### src/rtl/alu_issue_ctrl.sv
// rtl/alu_issue_ctrl.sv - RV32I/M issue controller in front of a combinational ALU
//
// Purpose: accepts one instruction and its operand values, decodes it to a 4-bit ALU op code,
// holds alu_op/alu_a/alu_b steady while the ALU settles, captures alu_rd and offers the result
// to writeback. Illegal instructions go straight to DONE with a zero result.
// Ports:
//   clk, rst                      clock, asynchronous active-high reset
//   in_valid/in_ready             issue handshake; in_instr, in_rs1_val, in_rs2_val payload
//   flush                         synchronous abort of any in-flight op
//   alu_op/alu_a/alu_b, alu_rd    to / from the combinational ALU
//   out_valid/out_ready           writeback handshake; out_result, out_rd_addr, out_we, out_illegal
module alu_issue_ctrl #(
  parameter int DATAWIDTH   = 32,
  parameter int MUL_LATENCY = 3
) (
  input  logic                 clk,
  input  logic                 rst,
  input  logic                 in_valid,
  output logic                 in_ready,
  input  logic [31:0]          in_instr,
  input  logic [DATAWIDTH-1:0] in_rs1_val,
  input  logic [DATAWIDTH-1:0] in_rs2_val,
  input  logic                 flush,
  output logic [3:0]           alu_op,
  output logic [DATAWIDTH-1:0] alu_a,
  output logic [DATAWIDTH-1:0] alu_b,
  input  logic [DATAWIDTH-1:0] alu_rd,
  output logic                 out_valid,
  input  logic                 out_ready,
  output logic [DATAWIDTH-1:0] out_result,
  output logic [4:0]           out_rd_addr,
  output logic                 out_we,
  output logic                 out_illegal
);

  localparam logic [3:0] OP_SLL  = 4'h0, OP_SRL = 4'h1, OP_SRA = 4'h2, OP_ADD = 4'h3;
  localparam logic [3:0] OP_SUB  = 4'h4, OP_LUI = 4'h5, OP_SLT = 4'h6, OP_SLTU = 4'h7;
  localparam logic [3:0] OP_XOR  = 4'h8, OP_OR  = 4'h9, OP_AND = 4'hA, OP_MUL = 4'hB;
  localparam logic [6:0] OPC_R   = 7'b0110011, OPC_I = 7'b0010011, OPC_LUI = 7'b0110111;
  localparam logic [6:0] F7_BASE = 7'b0000000, F7_ALT = 7'b0100000, F7_MUL = 7'b0000001;

  typedef enum logic [1:0] {IDLE, EXEC, DONE} state_t;

  state_t               state_q, state_d;
  logic [3:0]           alu_op_q, alu_op_d;
  logic [DATAWIDTH-1:0] alu_a_q, alu_a_d, alu_b_q, alu_b_d;
  logic [DATAWIDTH-1:0] out_result_q, out_result_d;
  logic [4:0]           out_rd_addr_q, out_rd_addr_d;
  logic                 out_valid_q, out_valid_d, out_we_q, out_we_d;
  logic                 out_illegal_q, out_illegal_d;
  logic [3:0]           cnt_q, cnt_d;

  logic [6:0]           opcode, funct7;
  logic [2:0]           funct3;
  logic [DATAWIDTH-1:0] imm_i, imm_u, shamt;
  logic                 dec_illegal, dec_mul;
  logic [3:0]           dec_op;
  logic [DATAWIDTH-1:0] dec_a, dec_b;
  logic                 accept;

  assign opcode = in_instr[6:0];
  assign funct3 = in_instr[14:12];
  assign funct7 = in_instr[31:25];
  assign imm_i  = {{(DATAWIDTH-12){in_instr[31]}}, in_instr[31:20]};
  assign shamt  = {{(DATAWIDTH-5){1'b0}}, in_instr[24:20]};
  assign imm_u  = DATAWIDTH'({in_instr[31:12], 12'h000});

  // funct3 -> op for the encodings shared by register and immediate forms
  function automatic logic [3:0] base_op(input logic [2:0] f3);
    case (f3)
      3'b000:  base_op = OP_ADD;
      3'b001:  base_op = OP_SLL;
      3'b010:  base_op = OP_SLT;
      3'b011:  base_op = OP_SLTU;
      3'b100:  base_op = OP_XOR;
      3'b101:  base_op = OP_SRL;
      3'b110:  base_op = OP_OR;
      default: base_op = OP_AND;
    endcase
  endfunction

  always_comb begin
    dec_illegal = 1'b0;
    dec_mul     = 1'b0;
    dec_op      = base_op(funct3);
    dec_a       = in_rs1_val;
    dec_b       = in_rs2_val;
    case (opcode)
      OPC_R: begin
        case (funct7)
          F7_BASE: dec_op = base_op(funct3);
          F7_ALT: begin
            if (funct3 == 3'b000)      dec_op = OP_SUB;
            else if (funct3 == 3'b101) dec_op = OP_SRA;
            else                       dec_illegal = 1'b1;
          end
          F7_MUL: begin
            dec_op  = OP_MUL;
            dec_mul = 1'b1;
            if (funct3 != 3'b000) dec_illegal = 1'b1;
          end
          default: dec_illegal = 1'b1;
        endcase
      end
      OPC_I: begin
        dec_b = imm_i;
        // shift immediates use only the shamt field; the upper bits act as funct7
        if (funct3 == 3'b001) begin
          dec_b = shamt;
          if (funct7 != F7_BASE) dec_illegal = 1'b1;
        end else if (funct3 == 3'b101) begin
          dec_b = shamt;
          if (funct7 == F7_ALT)       dec_op = OP_SRA;
          else if (funct7 != F7_BASE) dec_illegal = 1'b1;
        end
      end
      OPC_LUI: begin
        dec_op = OP_LUI;
        dec_a  = '0;
        dec_b  = imm_u;
      end
      default: dec_illegal = 1'b1;
    endcase
  end

  assign in_ready = !rst && ((state_q == IDLE) || ((state_q == DONE) && out_ready));
  assign accept   = in_valid && in_ready && !flush;

  always_comb begin
    state_d       = state_q;
    alu_op_d      = alu_op_q;
    alu_a_d       = alu_a_q;
    alu_b_d       = alu_b_q;
    out_result_d  = out_result_q;
    out_rd_addr_d = out_rd_addr_q;
    out_valid_d   = out_valid_q;
    out_we_d      = out_we_q;
    out_illegal_d = out_illegal_q;
    cnt_d         = cnt_q;

    if (flush) begin
      state_d     = IDLE;
      out_valid_d = 1'b0;
      cnt_d       = '0;
    end else begin
      if (state_q == EXEC) begin
        if (cnt_q == 4'd0) begin
          state_d       = DONE;
          out_result_d  = alu_rd;
          out_valid_d   = 1'b1;
          out_we_d      = (out_rd_addr_q != 5'd0);
          out_illegal_d = 1'b0;
        end else begin
          cnt_d = cnt_q - 4'd1;
        end
      end else if (state_q == DONE && out_ready && !accept) begin
        state_d     = IDLE;
        out_valid_d = 1'b0;
      end

      if (accept) begin
        out_rd_addr_d = in_instr[11:7];
        if (dec_illegal) begin
          // alu_* keep their previous values: nothing to execute
          state_d       = DONE;
          out_valid_d   = 1'b1;
          out_result_d  = '0;
          out_we_d      = 1'b0;
          out_illegal_d = 1'b1;
          cnt_d         = '0;
        end else begin
          state_d     = EXEC;
          out_valid_d = 1'b0;
          alu_op_d    = dec_op;
          alu_a_d     = dec_a;
          alu_b_d     = dec_b;
          cnt_d       = dec_mul ? 4'(MUL_LATENCY - 1) : 4'd0;
        end
      end
    end
  end

  always_ff @(posedge clk or posedge rst) begin
    if (rst) begin
      state_q       <= IDLE;
      alu_op_q      <= OP_ADD;
      alu_a_q       <= '0;
      alu_b_q       <= '0;
      out_result_q  <= '0;
      out_rd_addr_q <= '0;
      out_valid_q   <= 1'b0;
      out_we_q      <= 1'b0;
      out_illegal_q <= 1'b0;
      cnt_q         <= '0;
    end else begin
      state_q       <= state_d;
      alu_op_q      <= alu_op_d;
      alu_a_q       <= alu_a_d;
      alu_b_q       <= alu_b_d;
      out_result_q  <= out_result_d;
      out_rd_addr_q <= out_rd_addr_d;
      out_valid_q   <= out_valid_d;
      out_we_q      <= out_we_d;
      out_illegal_q <= out_illegal_d;
      cnt_q         <= cnt_d;
    end
  end

  assign alu_op      = alu_op_q;
  assign alu_a       = alu_a_q;
  assign alu_b       = alu_b_q;
  assign out_result  = out_result_q;
  assign out_rd_addr = out_rd_addr_q;
  assign out_valid   = out_valid_q;
  assign out_we      = out_we_q;
  assign out_illegal = out_illegal_q;

endmodule

### config.mk
export PLATFORM = sky130hd
export DESIGN_NAME = alu_issue_ctrl
export DESIGN_NICKNAME = d
export VERILOG_FILES = /design/src/rtl/alu_issue_ctrl.sv
export SDC_FILE = /design/constraint.sdc
export NUM_CORES = 1
export LEC_CHECK = 0
export BUFFER_PORTS_ARGS = -buffer_cell sky130_fd_sc_hd__buf_2
export CAP_MARGIN = 20
export CORE_UTILIZATION = 30
export CTS_CLUSTER_DIAMETER = 100
export CTS_CLUSTER_SIZE = 28
export DETAILED_ROUTE_END_ITERATION = 12
export PLACE_DENSITY_LB_ADDON = 0.08
export SYNTH_ARGS = -nofsm -noshare
export SYNTH_HDL_FRONTEND = slang
export SYNTH_SLANG_ARGS = --single-unit
### constraint.sdc
create_clock -name clk -period 9.4 [get_ports clk]
set_clock_uncertainty 0.05 [all_clocks]
set_input_delay 0.47 -clock clk [delete_from_list [all_inputs] [get_ports clk]]
set_output_delay 0.47 -clock clk [all_outputs]
set_load 0.01 [all_outputs]
==> results of run 1 <==
## area by class of cell
class / instances / area share [%]
inverters: 39 / 1.980
flip-flops and latches: 113 / 37.64
clock buffers: 22 / 6.307
well taps: 229 / 3.811
repair buffers: 247 / 16.64
clock inverters: 10 / 2.396
multi-input cells: 324 / 31.22
## critical path, stage by stage (launching register included)
cell	delay (ns)
dfrtp_1	0.39
nor2_1	0.18
nand4b_1	0.42
nor2_1	0.24
and3_4	0.57
buf_4	0.70
mux2_4	0.35
## worst paths after layout
| path | start | slack, ns | endpoint |
|---|---|---|---|
| worst max-delay path | state_q[0]$_DFFE_PP0P_ | 6.33 | alu_b[19]$_DFFE_PP0P_ |
| worst min-delay path | rst | 0.13 | out_result[20]$_DFFE_PP0N_ |
| worst max register to register | state_q[0]$_DFFE_PP0P_ | 6.33 | alu_b[19]$_DFFE_PP0P_ |
| worst min register to register | out_illegal$_DFFE_PP0N_ | 0.44 | out_illegal$_DFFE_PP0N_ |
| max in group asynchronous | rst | 7.86 | cnt_q[2]$_DFFE_PP0P_ |
| min in group clk | alu_rd[13] | 0.24 | out_result[13]$_DFFE_PP0N_ |
## per-layer routing
metal	GRT usage (%)	wire, um
met4	6.763	209
met5	0	0
met1	21.21	6797
met2	27.22	7306
met3	6.396	1644
## cell usage after synthesis (all sizes together), types with 2 or more instances
cell type and number:
xor2 2, nand2 106, nor2b 4, a211o 2
or3 2, inv 39, and2 3, nand2b 5
and3 4, nor3 3, nand3 4, a21oi 38
or4 2, or2 2, nand4b 2, mux2i 33
buf 12, a21o 2, nor2 11, nand4 2
dfrtp 111, dfstp 2, clkbuf 20, a22o 11
a221o 19, o21ai 2, a2111oi 2, nor4b 2
mux2 40, nor3b 2
## power groups by stage
stage / logic, mW / registers [mW] / clock network [mW]
floorplan: 0.0569 / 0.540 / 0
global placement: 0.136 / 0.530 / 0
detailed placement: 0.137 / 0.530 / 0
CTS: 0.138 / 0.522 / 0.736
global route: 0.151 / 0.526 / 0.756
finish: 0.135 / 0.522 / 0.715
## sequential cells by signal, indices dropped and copies added, names as in the netlist
signal,count
alu_a,32
alu_b,32
out_result,32
out_rd_addr,5
alu_op,4
cnt_q,4
state_q,2
out_illegal,1
out_we,1
## cell usage in the layout (no fill, tap or decap), drive strengths merged, types with 2 or more instances in the layout
cell type  synthesis  final
a211o              2      2
nor2b              4      4
nor4b              2      2
clkinvlp           0      2
buf               12    247
a221o             19     19
inv               39     39
nor3               3      3
a22o              11     11
o21ai              2      2
xor2               2      2
dfstp              2      2
and2               3      3
nand4              2      2
bufinv             0      5
or2                2      2
mux2i             33     33
or3                2      2
nor2              11     11
dfrtp            111    111
clkbuf            20     22
nand3              4      4
mux2              40     40
nand2b             5      5
nor3b              2      2
and3               4      4
nand2            106    106
a21o               2      2
a2111oi            2      2
a21oi             38     38
clkinv             0      3
or4                2      2
nand4b             2      2
## cell families after synthesis
| kind of cell | Yosys count |
|---|---|
| and+or+nand+nor | 159 |
| DFF | 113 |
| AOI/OAI and AO/OA | 88 |
| muxes | 73 |
| buffers and inverters | 71 |
| xor gates and xnor gates | 3 |
| adders and majority gates | 1 |
## stage by stage
stage / setup slack [ns] / instance area [um2] / util [%] / power [mW] / hold slack (ns)
floorplan: 5.896 / 5545 / - / 0.5973 / 0.4685
global placement: 6.052 / 6864 / 38.08 / 0.6654 / 0.4142
detailed placement: 5.990 / 6864 / 38.08 / 0.6675 / 0.4238
CTS: 6.274 / 7518 / 41.71 / 1.397 / 0.1493
global route: 6.161 / 7518 / 41.71 / 1.433 / 0.1951
finish: 6.328 / 7518 / 41.71 / 1.373 / 0.1349
==> impl_metrics.env, run 1 <==
export IMPL_synth_area_in_simple_gates_pct=13.38
export IMPL_max_cap_violations=0
export IMPL_number_of_cells_on_the_worst_reg_to_reg_path=6
export IMPL_library_cell_used_as_clock_root_buffer="clkbuf_16"
export IMPL_cts_hold_repair_buffers=0
export IMPL_floorplan_core_area_mm2=0.01802
export IMPL_postCtsResizedCells=0
export IMPL_nFillCells=1820
export IMPL_postSynth_topFlopCell="dfrtp_1"
export IMPL_hold_path_class="in -> async"
export IMPL_slew_of_the_pin_with_the_lowest_slew_margin_ns=0.9923
export IMPL_vias_per_cell=4.710
export IMPL_syn_num_nets=642
export IMPL_htreeDepth=4
export IMPL_clk_insertion_delay_late_ns=0.41
export IMPL_drc=0
export IMPL_detail_route_first_pass_iterations=4
export IMPL_synth_largest_area_cell="dfrtp_1"
export IMPL_maxSlewHeadroom_pct=33.85
export IMPL_grt_start_max_net_pins=61
export IMPL_synth_top_area_share_pct=50.09
export IMPL_combinationalPowerShare_pct=9.9
export IMPL_first_global_vias=4767
export IMPL_dp_cells=952
export IMPL_cellPowerDensity_mw_per_mm2=182.6
export IMPL_p_leak_nw=3.880
export IMPL_clock_tree_from_tritoncts="yes"
export IMPL_final_setup_violation_count=0
export IMPL_clock_network_fraction_of_total_power_pct=52.1
export IMPL_clock_sinks=113
export IMPL_fin_cells=984
export IMPL_max_clock_path_buffers=2
export IMPL_synth_compound_area_share_pct=11.76
export IMPL_grt_setup_unrepaired="false"
export IMPL_p_seq_share_pct=38.0
export IMPL_tns_ns=0
export IMPL_layout_drive_gt1_share_pct=43.97
export IMPL_total_wirelength_um=15960
export IMPL_post_route_min_period_ns=3.072
export IMPL_finalNetCount=876
export IMPL_grt_total_usage_pct=17.23
export IMPL_async_reset_ff_share_pct=100.0
export IMPL_place_congestion=0.8129
export IMPL_route_antenna_remaining_nets=0
export IMPL_vdd_ir_drop_max_v=0.0001199
export IMPL_post_cts_buffers=0
export IMPL_seq_area_mm2=0.002830
export IMPL_wl_per_cell_um=16.22
export IMPL_row_count=49
export IMPL_yosys_register_bits=113
export IMPL_synth_enable_flop_cells=0
export IMPL_antenna_found_initial=0
export IMPL_synthesis_area_mm2=0.005545
export IMPL_vertical_die_dimension_um=138.0
export IMPL_max_clock_freq_ghz=0.3256
export IMPL_finalHoldViolations=0
export IMPL_status="finished clean"
export IMPL_multi_input_area_mm2=0.002347
export IMPL_yosysWarnings=0
export IMPL_post_synth_inst_count=508
export IMPL_area_delta_synth_final_pct=35.58
export IMPL_sw_ratio_pct=22.31
export IMPL_die_width_um=138.0
export IMPL_worst_endpoint_required_ns=9.64
export IMPL_post_dp_hpwl_um=11270
export IMPL_floorplan_die_area_mm2=0.01903
export IMPL_cts_buffers_inserted=17
export IMPL_area_share_of_xor_xnor_cells_in_the_synthesized_design_pct=0.4738
export IMPL_worst_path_max_fanout=42
export IMPL_post_synth_mux_area_share_pct=16.45
export IMPL_vias=4635
export IMPL_synth_area_per_cell_um2=10.92
export IMPL_synth_lib_cells_used_distinct=58
export IMPL_crit_path_start_kind="flop"
export IMPL_combinational_family_with_the_most_area_after_synthesis="multiplexers"
export IMPL_critPathCaptureType="flop"
export IMPL_critical_path_arrival_ns=3.31
export IMPL_drt_initial_drc_count=239
export IMPL_synth_top_cells_by_area="dfrtp_1 50%, mux2_4 9.5%, nand2_1 7.2%"
export IMPL_io_buffer_count=241
export IMPL_seq_area_frac_synth_pct=51.04
export IMPL_p_switching_mw=0.3063
export IMPL_clkTransAtPathRegs_ns=0.05
export IMPL_synth_adder_area_share_pct=0.2256
export IMPL_grt_first_pass_wirelength_um=24830
export IMPL_crit_type="reg -> reg"
export IMPL_antennaDiodeCount=0
export IMPL_total_internal_power_mw=1.067
export IMPL_fin_crit_sh_pct=32.68
export IMPL_num_io_pins=242
export IMPL_drv_slew=0
export IMPL_grt_overflow_total=0
export IMPL_effective_utilization_at_floorplan_pct=30.76
Note: power is estimated with default switching activity, not from simulation.
==> run 2: changes to the inputs <==
- clock period: 9.4 -> 2.7 ns (I/O delays scaled with it)
==> run 2 against run 1 <==
  * Worst hold slack lost 0.11 ns
  * Clock-buffer cell count fell by 1
  * Fmax up 49%
  * Sequential share of layout area decreased by 3.4 points
  * Total power rose to 3.4 times the previous value
  * Critical path type unchanged
  * Largest cell class unchanged
  * Largest power group unchanged
==> impl_metrics.env, run 2 (synthesized netlist as in run 1, its figures left out) <==
export IMPL_status="finished clean"
export IMPL_vdd_ir_drop_max_v=0.0004404
export IMPL_mostFrequentLayoutCell="buf_2"
export IMPL_drv_slew=0
export IMPL_grt_start_max_net_pins=47
export IMPL_grt_first_pass_wirelength_um=25480
export IMPL_critical_path_arrival_ns=2.29
export IMPL_layout_drive_gt1_share_pct=40.50
export IMPL_number_of_cells_on_the_worst_reg_to_reg_path=7
export IMPL_max_cap_violations=0
export IMPL_final_setup_violation_count=0
export IMPL_cts_buffers_inserted=17
export IMPL_area_delta_synth_final_pct=49.21
export IMPL_row_count=49
export IMPL_first_global_vias=4928
export IMPL_grt_setup_unrepaired="false"
export IMPL_effective_utilization_at_floorplan_pct=30.76
export IMPL_cts_hold_repair_buffers=71
export IMPL_finalNetCount=953
export IMPL_floorplan_core_area_mm2=0.01802
export IMPL_route_antenna_remaining_nets=0
export IMPL_maxSlewHeadroom_pct=45.39
export IMPL_reg2reg_slack_ns=0.64
export IMPL_p_leak_nw=4.187
export IMPL_cellPowerDensity_mw_per_mm2=559.1
export IMPL_vertical_die_dimension_um=138.0
export IMPL_max_clock_path_buffers=2
export IMPL_worstSetupStartpoint="cnt_q[0]$_DFFE_PP0P_"
export IMPL_postCtsResizedCells=0
export IMPL_library_cell_used_as_clock_root_buffer="clkbuf_16"
export IMPL_htreeDepth=4
export IMPL_io_buffer_count=241
export IMPL_clk_insertion_delay_late_ns=0.41
export IMPL_critical_path_max_stage_delay_ns=0.56
export IMPL_slew_of_the_pin_with_the_lowest_slew_margin_ns=0.8175
export IMPL_max_clock_freq_ghz=0.4845
export IMPL_worst_endpoint_required_ns=2.92
export IMPL_drc=0
export IMPL_critical_path_slowest_cell="or2_2"
export IMPL_grt_overflow_total=0
export IMPL_total_wirelength_um=16740
export IMPL_hold_path_class="in -> reg"
export IMPL_tns_ns=0
export IMPL_nFillCells=1715
export IMPL_finalCoreUtilization_pct=45.90
export IMPL_floorplan_die_area_mm2=0.01903
export IMPL_vias=4954
export IMPL_timing_critical_path_mode_cell="nand2_1"
export IMPL_clock_tree_from_tritoncts="yes"
export IMPL_fin_crit_sh_pct=76.45
export IMPL_finalHoldViolations=0
export IMPL_vias_per_cell=4.665
export IMPL_worst_path_max_fanout=34
export IMPL_reg2reg_to="out_result[31]$_DFFE_PP0N_"
export IMPL_detail_route_first_pass_iterations=4
export IMPL_crit_path_start_kind="flop"
export IMPL_post_route_min_period_ns=2.064
export IMPL_drt_initial_drc_count=210
export IMPL_worstPathCellList="inv_1, ha_1, nor3b_1, nand2_1, or2_2, nand2_1, a21oi_1"
export IMPL_wl_per_cell_um=15.76
export IMPL_die_width_um=138.0
export IMPL_post_cts_buffers=0
export IMPL_place_congestion=0.8192
export IMPL_termination_of_the_worst_setup_path="out_result[31]$_DFFE_PP0N_"
export IMPL_num_io_pins=242
export IMPL_critPathCaptureType="flop"
export IMPL_crit_type="reg -> reg"
export IMPL_crit_reg2reg_launch="cnt_q[0]$_DFFE_PP0P_"
export IMPL_antenna_found_initial=0
export IMPL_grt_total_usage_pct=17.63
export IMPL_post_dp_hpwl_um=11600
export IMPL_clkTransAtPathRegs_ns=0.05
export IMPL_final_cell_mix="241 x buf_2, 111 x dfrtp_1, 106 x nand2_1, 71 x dlygate4sd3_1"
export IMPL_clock_sinks=113
## run 2: changes by cell type in the layout (fill, tap and decap cells not counted), sizes merged
| cell | previous run | this run |
|---|---|---|
| clkinvlp | 2 | 4 |
| diode | 0 | 1 |
| clkbuf | 22 | 21 |
| bufinv | 5 | 3 |
| clkinv | 3 | 5 |
| dlygate4sd3 | 0 | 71 |
| inv | 39 | 38 |
| buf | 247 | 253 |
## run 2: cell type report
class                   count  area (um2)  area share [%]
flip-flops and latches    113        2830           34.21
repair buffers            324        2069           25.01
clock inverters            11       137.6           1.663
diodes                      1       2.502         0.03024
multi-input cells         324        2347           28.37
well taps                 229       286.5           3.463
clock buffers              21       450.4           5.444
inverters                  39       150.1           1.815
## run 2: worst min path at each step
| stage | cells past startpoint | slack (ns) | startpoint | endpoint |
|---|---|---|---|---|
| 6_report | 3 | 0.03 | in_rs2_val[1] | alu_b[1]$_DFFE_PP0P_ |
| 4_1_cts | 3 | 0.008 | in_rs2_val[0] | alu_b[0]$_DFFE_PP0P_ |
| 3_3_place_gp | 2 | 0.29 | rst | out_we$_DFFE_PP0N_ |
| 2_1_floorplan | 2 | 0.22 | alu_rd[0] | out_result[0]$_DFFE_PP0N_ |
| 5_1_grt | 3 | 0.02 | in_rs2_val[2] | alu_b[2]$_DFFE_PP0P_ |
| 3_5_place_dp | 2 | 0.29 | rst | out_we$_DFFE_PP0N_ |
## run 2: critical path: cells and delay by family, from the launching register on
family          cells  cell delay [ns]
compound gates      1             0.07
fa+ha+maj           1             0.18
buf+inv             1             0.07
flops               1             0.40
simple gates        4             1.14
## run 2: power by group
part | internal [mW] | switching (mW)
sequential | 1.77 | 0.0459
combinational | 0.307 | 0.255
clock | 1.46 | 0.779
total | 3.55 | 1.08
## run 2: routing by layer
| metal | share of wire (%) | vias up | track usage (%) |
|---|---|---|---|
| met3 | 7.4 | 18 | 4.934 |
| li1 | - | 2377 | - |
| met1 | 43 | 2376 | 21.87 |
| met5 | 0 | - | 0 |
| met4 | 1.4 | 0 | 6.280 |
| met2 | 48 | 183 | 29.17 |
## run 2: through the flow
stage	area (um2)	hold WS, ns	instances	worst slack (ns)	power [mW]
after CTS	8272	0.007952	1061	0.6250	4.704
final	8274	0.02960	1062	0.6359	4.626
after global placement	6973	0.2863	958	0.4870	2.327
after floorplan	5549	0.2157	508	0.7736	2.080
after detailed placement	6973	0.2924	958	0.4745	2.336
after global routing	8272	0.01904	1061	0.4939	4.838
==> run 3: changes to the inputs <==
- ABC_AREA: unset -> 1
- clock period: 2.7 -> 1.7 ns (I/O delays scaled with it)
==> run 3 against run 2 <==
  * The run now ends with setup timing left
  * Global-route usage up 2.6 points
  * Utilization rose by 6.1 points
  * Combinational power increased to 2.5 times the previous value
  * Sequential power increased by 68%
  * Area after synthesis grew 5.6%
  * Sequential cell count unchanged
  * Total power rose by 78%
  * Sequential share of layout area down 5.4 points
  * Synthesized cell count rose by 46%
  * Clock-buffer cell count decreased by 4
  * Routed wire length rose by 26%
  * Worst setup slack got worse by 0.67 ns
  * Largest cell class is now non-clock buffers
  * Highest routed layer unchanged
==> impl_metrics.env, run 3 <==
export IMPL_status="complete, but fails checks"
export IMPL_violations="setup timing"
export IMPL_synth_enable_flop_cells=0
export IMPL_area_delta_synth_final_pct=67.69
export IMPL_critPathCaptureType="flop"
export IMPL_fin_cells=1399
export IMPL_wl_per_cell_um=15.07
export IMPL_place_congestion=0.8700
export IMPL_synth_top_area_share_pct=47.45
export IMPL_whs_endpoint="alu_b[31]$_DFFE_PP0P_"
export IMPL_cellPowerDensity_mw_per_mm2=838.1
export IMPL_seq_area_frac_synth_pct=48.34
export IMPL_yosys_register_bits=113
export IMPL_cp_buffers_inverters=3
export IMPL_vias_per_cell=4.446
export IMPL_grt_start_max_net_pins=114
export IMPL_synth_area_per_cell_um2=7.911
export IMPL_grt_total_usage_pct=20.28
export IMPL_sw_ratio_pct=27.75
export IMPL_first_global_vias=6013
export IMPL_grt_overflow_total=0
export IMPL_finalCoreUtilization_pct=51.96
export IMPL_post_synth_inst_count=740
export IMPL_post_route_min_period_ns=1.734
export IMPL_floorplan_die_area_mm2=0.02008
export IMPL_crit_reg2reg_launch="state_q[0]$_DFFE_PP0P_"
export IMPL_post_dp_hpwl_um=13030
export IMPL_num_io_pins=242
export IMPL_worst_endpoint_required_ns=2.01
export IMPL_vdd_ir_drop_max_v=0.0006044
export IMPL_cts_buffers_inserted=17
export IMPL_crit_path_start_kind="flop"
export IMPL_library_cell_used_as_clock_root_buffer="clkbuf_16"
export IMPL_reg2reg_slack_ns=-0.03
export IMPL_io_buffer_count=241
export IMPL_grt_setup_unrepaired="true"
export IMPL_drv_slew=0
export IMPL_worst_path_stages=11
export IMPL_vias=6220
export IMPL_layout_drive_gt1_share_pct=38.81
export IMPL_crit_type="reg -> reg"
export IMPL_p_seq_share_pct=37.2
export IMPL_clk_insertion_delay_late_ns=0.42
export IMPL_maxSlewHeadroom_pct=58.07
export IMPL_grt_first_pass_wirelength_um=31460
export IMPL_finalHoldViolations=0
export IMPL_antennaDiodeCount=0
export IMPL_mostFrequentLayoutCell="nand2_1"
export IMPL_finalNetCount=1260
export IMPL_htreeDepth=4
export IMPL_synth_largest_area_cell="dfrtp_1"
export IMPL_critical_path_slowest_cell="dfrtp_1"
export IMPL_p_switching_mw=2.284
export IMPL_reg2reg_to="alu_a[16]$_DFFE_PP0P_"
export IMPL_synth_top_cells_by_area="dfrtp_1 47%, nand2_1 19%, nand3_1 7.4%"
export IMPL_total_internal_power_mw=5.944
export IMPL_clkTransAtPathRegs_ns=0.06
export IMPL_postSynth_topFlopCell="dfrtp_1"
export IMPL_combinationalPowerShare_pct=17.4
export IMPL_drc=0
export IMPL_number_of_cells_on_the_worst_reg_to_reg_path=11
export IMPL_worstPathCellList="inv_2, nand2_2, a21oi_2, nand2_2, nor2_4, nand4_4, nor2_4, buf_12, buf_16, nand2_1, nand2_1"
export IMPL_fin_crit_sh_pct=102.0
export IMPL_timing_critical_path_max_delay_family="simple AND/OR/NAND/NOR gates"
export IMPL_syn_num_nets=874
export IMPL_multi_input_area_mm2=0.002790
export IMPL_synth_lib_cells_used_distinct=31
export IMPL_clock_network_fraction_of_total_power_pct=45.4
export IMPL_worst_slack_ns=-0.03447
export IMPL_nFillCells=1867
export IMPL_async_reset_ff_share_pct=100.0
export IMPL_yosysWarnings=0
export IMPL_hold_path_class="in -> reg"
export IMPL_slew_of_the_pin_with_the_lowest_slew_margin_ns=0.6289
export IMPL_die_width_um=141.7
export IMPL_antenna_found_initial=0
export IMPL_final_setup_violation_count=43
export IMPL_synthesis_area_mm2=0.005854
export IMPL_total_wirelength_um=21080
export IMPL_critical_path_arrival_ns=2.04
export IMPL_worst_hold_path_num_cells=5
export IMPL_max_cap_violations=0
export IMPL_final_cell_mix="283 x nand2_1, 241 x buf_2, 111 x dfrtp_1, 99 x dlygate4sd3_1, 68 x nand3_1"
export IMPL_drt_initial_drc_count=267
export IMPL_max_clock_path_buffers=2
export IMPL_vertical_die_dimension_um=141.7
export IMPL_floorplan_core_area_mm2=0.01889
export IMPL_post_synth_top_count_cell="nand2_1"
export IMPL_seq_area_mm2=0.002830
export IMPL_dp_cells=1251
export IMPL_max_clock_freq_ghz=0.5765
export IMPL_route_antenna_remaining_nets=0
export IMPL_synth_common_cells="300 x nand2_1, 111 x dfrtp_1, 86 x nand3_1, 59 x inv_1, 33 x o21ai_0"
export IMPL_effective_utilization_at_floorplan_pct=30.99
export IMPL_hold_start="in_rs2_val[31]"
export IMPL_detail_route_first_pass_iterations=5
export IMPL_row_count=50
export IMPL_worst_path_max_fanout=8
export IMPL_critical_path_max_stage_delay_ns=0.37
export IMPL_clock_sinks=113
export IMPL_clock_tree_from_tritoncts="yes"
export IMPL_p_leak_nw=5.384
-- run 3: cell types whose count changed in the layout (fill, tap and decap cells not counted), moves of 14 or more --
| cell | delta |
|---|---|
| a21oi_1 | -32 |
| nand3_1 | +64 |
| a221o_1 | -19 |
| o21ai_0 | +22 |
| mux2_4 | -35 |
| inv_1 | +17 |
| mux2_2 | +27 |
| nand3_2 | +20 |
| mux2i_1 | -33 |
| dlygate4sd3_1 | +28 |
| nand2_1 | +177 |
| buf_4 | +33 |
| nand2_2 | +14 |
| o211ai_1 | +16 |
-- run 3: cell families after synthesis --
group	Yosys count	synth area share [%]
AND/OR/NAND/NOR	430	30.95
flip-flops	113	48.34
buffers and inverters	103	8.185
AO/OA/AOI/OAI	60	6.006
multiplexers	32	6.155
XOR/XNOR	1	0.1496
adder cells (fa/ha/maj)	1	0.2137
-- run 3: per-stage QoR --
step / hold WS [ns] / TNS [ns] / power (mW) / instance area, um2 / worst slack, ns
6_report: 0.004550 / -0.5946 / 8.228 / 9817 / -0.03447
5_1_grt: 0.03267 / -6.196 / 8.609 / 9817 / -0.1177
4_1_cts: 0.001830 / -2.244 / 8.262 / 9450 / -0.07591
3_5_place_dp: 0.2317 / -4.084 / 4.281 / 7655 / -0.1272
3_3_place_gp: 0.2326 / -4.747 / 4.279 / 7655 / -0.1216
2_1_floorplan: -0.09495 / 0 / 3.684 / 5873 / 0.003049
-- run 3: how the worst max path moves through the flow --
stage	end	startpoint	slack [ns]
finish	alu_a[16]$_DFFE_PP0P_	state_q[0]$_DFFE_PP0P_	-0.03
global route	out_result[25]$_DFFE_PP0N_	cnt_q[0]$_DFFE_PP0P_	-0.12
CTS	alu_a[0]$_DFFE_PP0P_	state_q[0]$_DFFE_PP0P_	-0.08
detailed placement	alu_b[31]$_DFFE_PP0P_	state_q[0]$_DFFE_PP0P_	-0.13
global placement	alu_b[0]$_DFFE_PP0P_	state_q[0]$_DFFE_PP0P_	-0.12
floorplan	alu_b[12]$_DFFE_PP0P_	rst	0.003
-- run 3: timing repair --
item,in CTS,in global routing
setup endpoints to repair,79,102
pin swaps,2,19
gates cloned,4,7
setup buffers,6,1
endpoints found under the hold margin,203,0
hold buffers,99,0
resized for setup,21,58
-- run 3: power groups by stage --
stage / sequential, mW / clock (mW) / combinational (mW)
floorplan: 3.19 / 0 / 0.490
global placement: 3.10 / 0 / 1.18
detailed placement: 3.10 / 0 / 1.18
CTS: 3.05 / 3.83 / 1.38
global route: 3.09 / 3.94 / 1.58
finish: 3.06 / 3.74 / 1.43
-- run 3: layout make-up --
type                            instances  area share (%)
Timing Repair Buffer                  404           30.53
Sequential cell                       113           28.83
Tap cell                              260           3.314
Inverter                               65           2.728
Clock inverter                         15           1.848
Clock buffer                           17           4.333
Multi-Input combinational cell        525           28.42
-- run 3: routing by layer --
layer,vias to the layer above,GRT usage [%],wire length [um]
met4,0,6.112,249
met5,-,0,0
met1,2876,26.15,9777
met3,21,4.455,1035
li1,3142,-,-
met2,181,33.89,10020
-- run 3: tightest hold or removal path, stage by stage --
cell	delay (ns)
buf_2	0.08
nand3_1	0.06
nand3_1	0.10
o21ai_2	0.07
inv_1	0.04
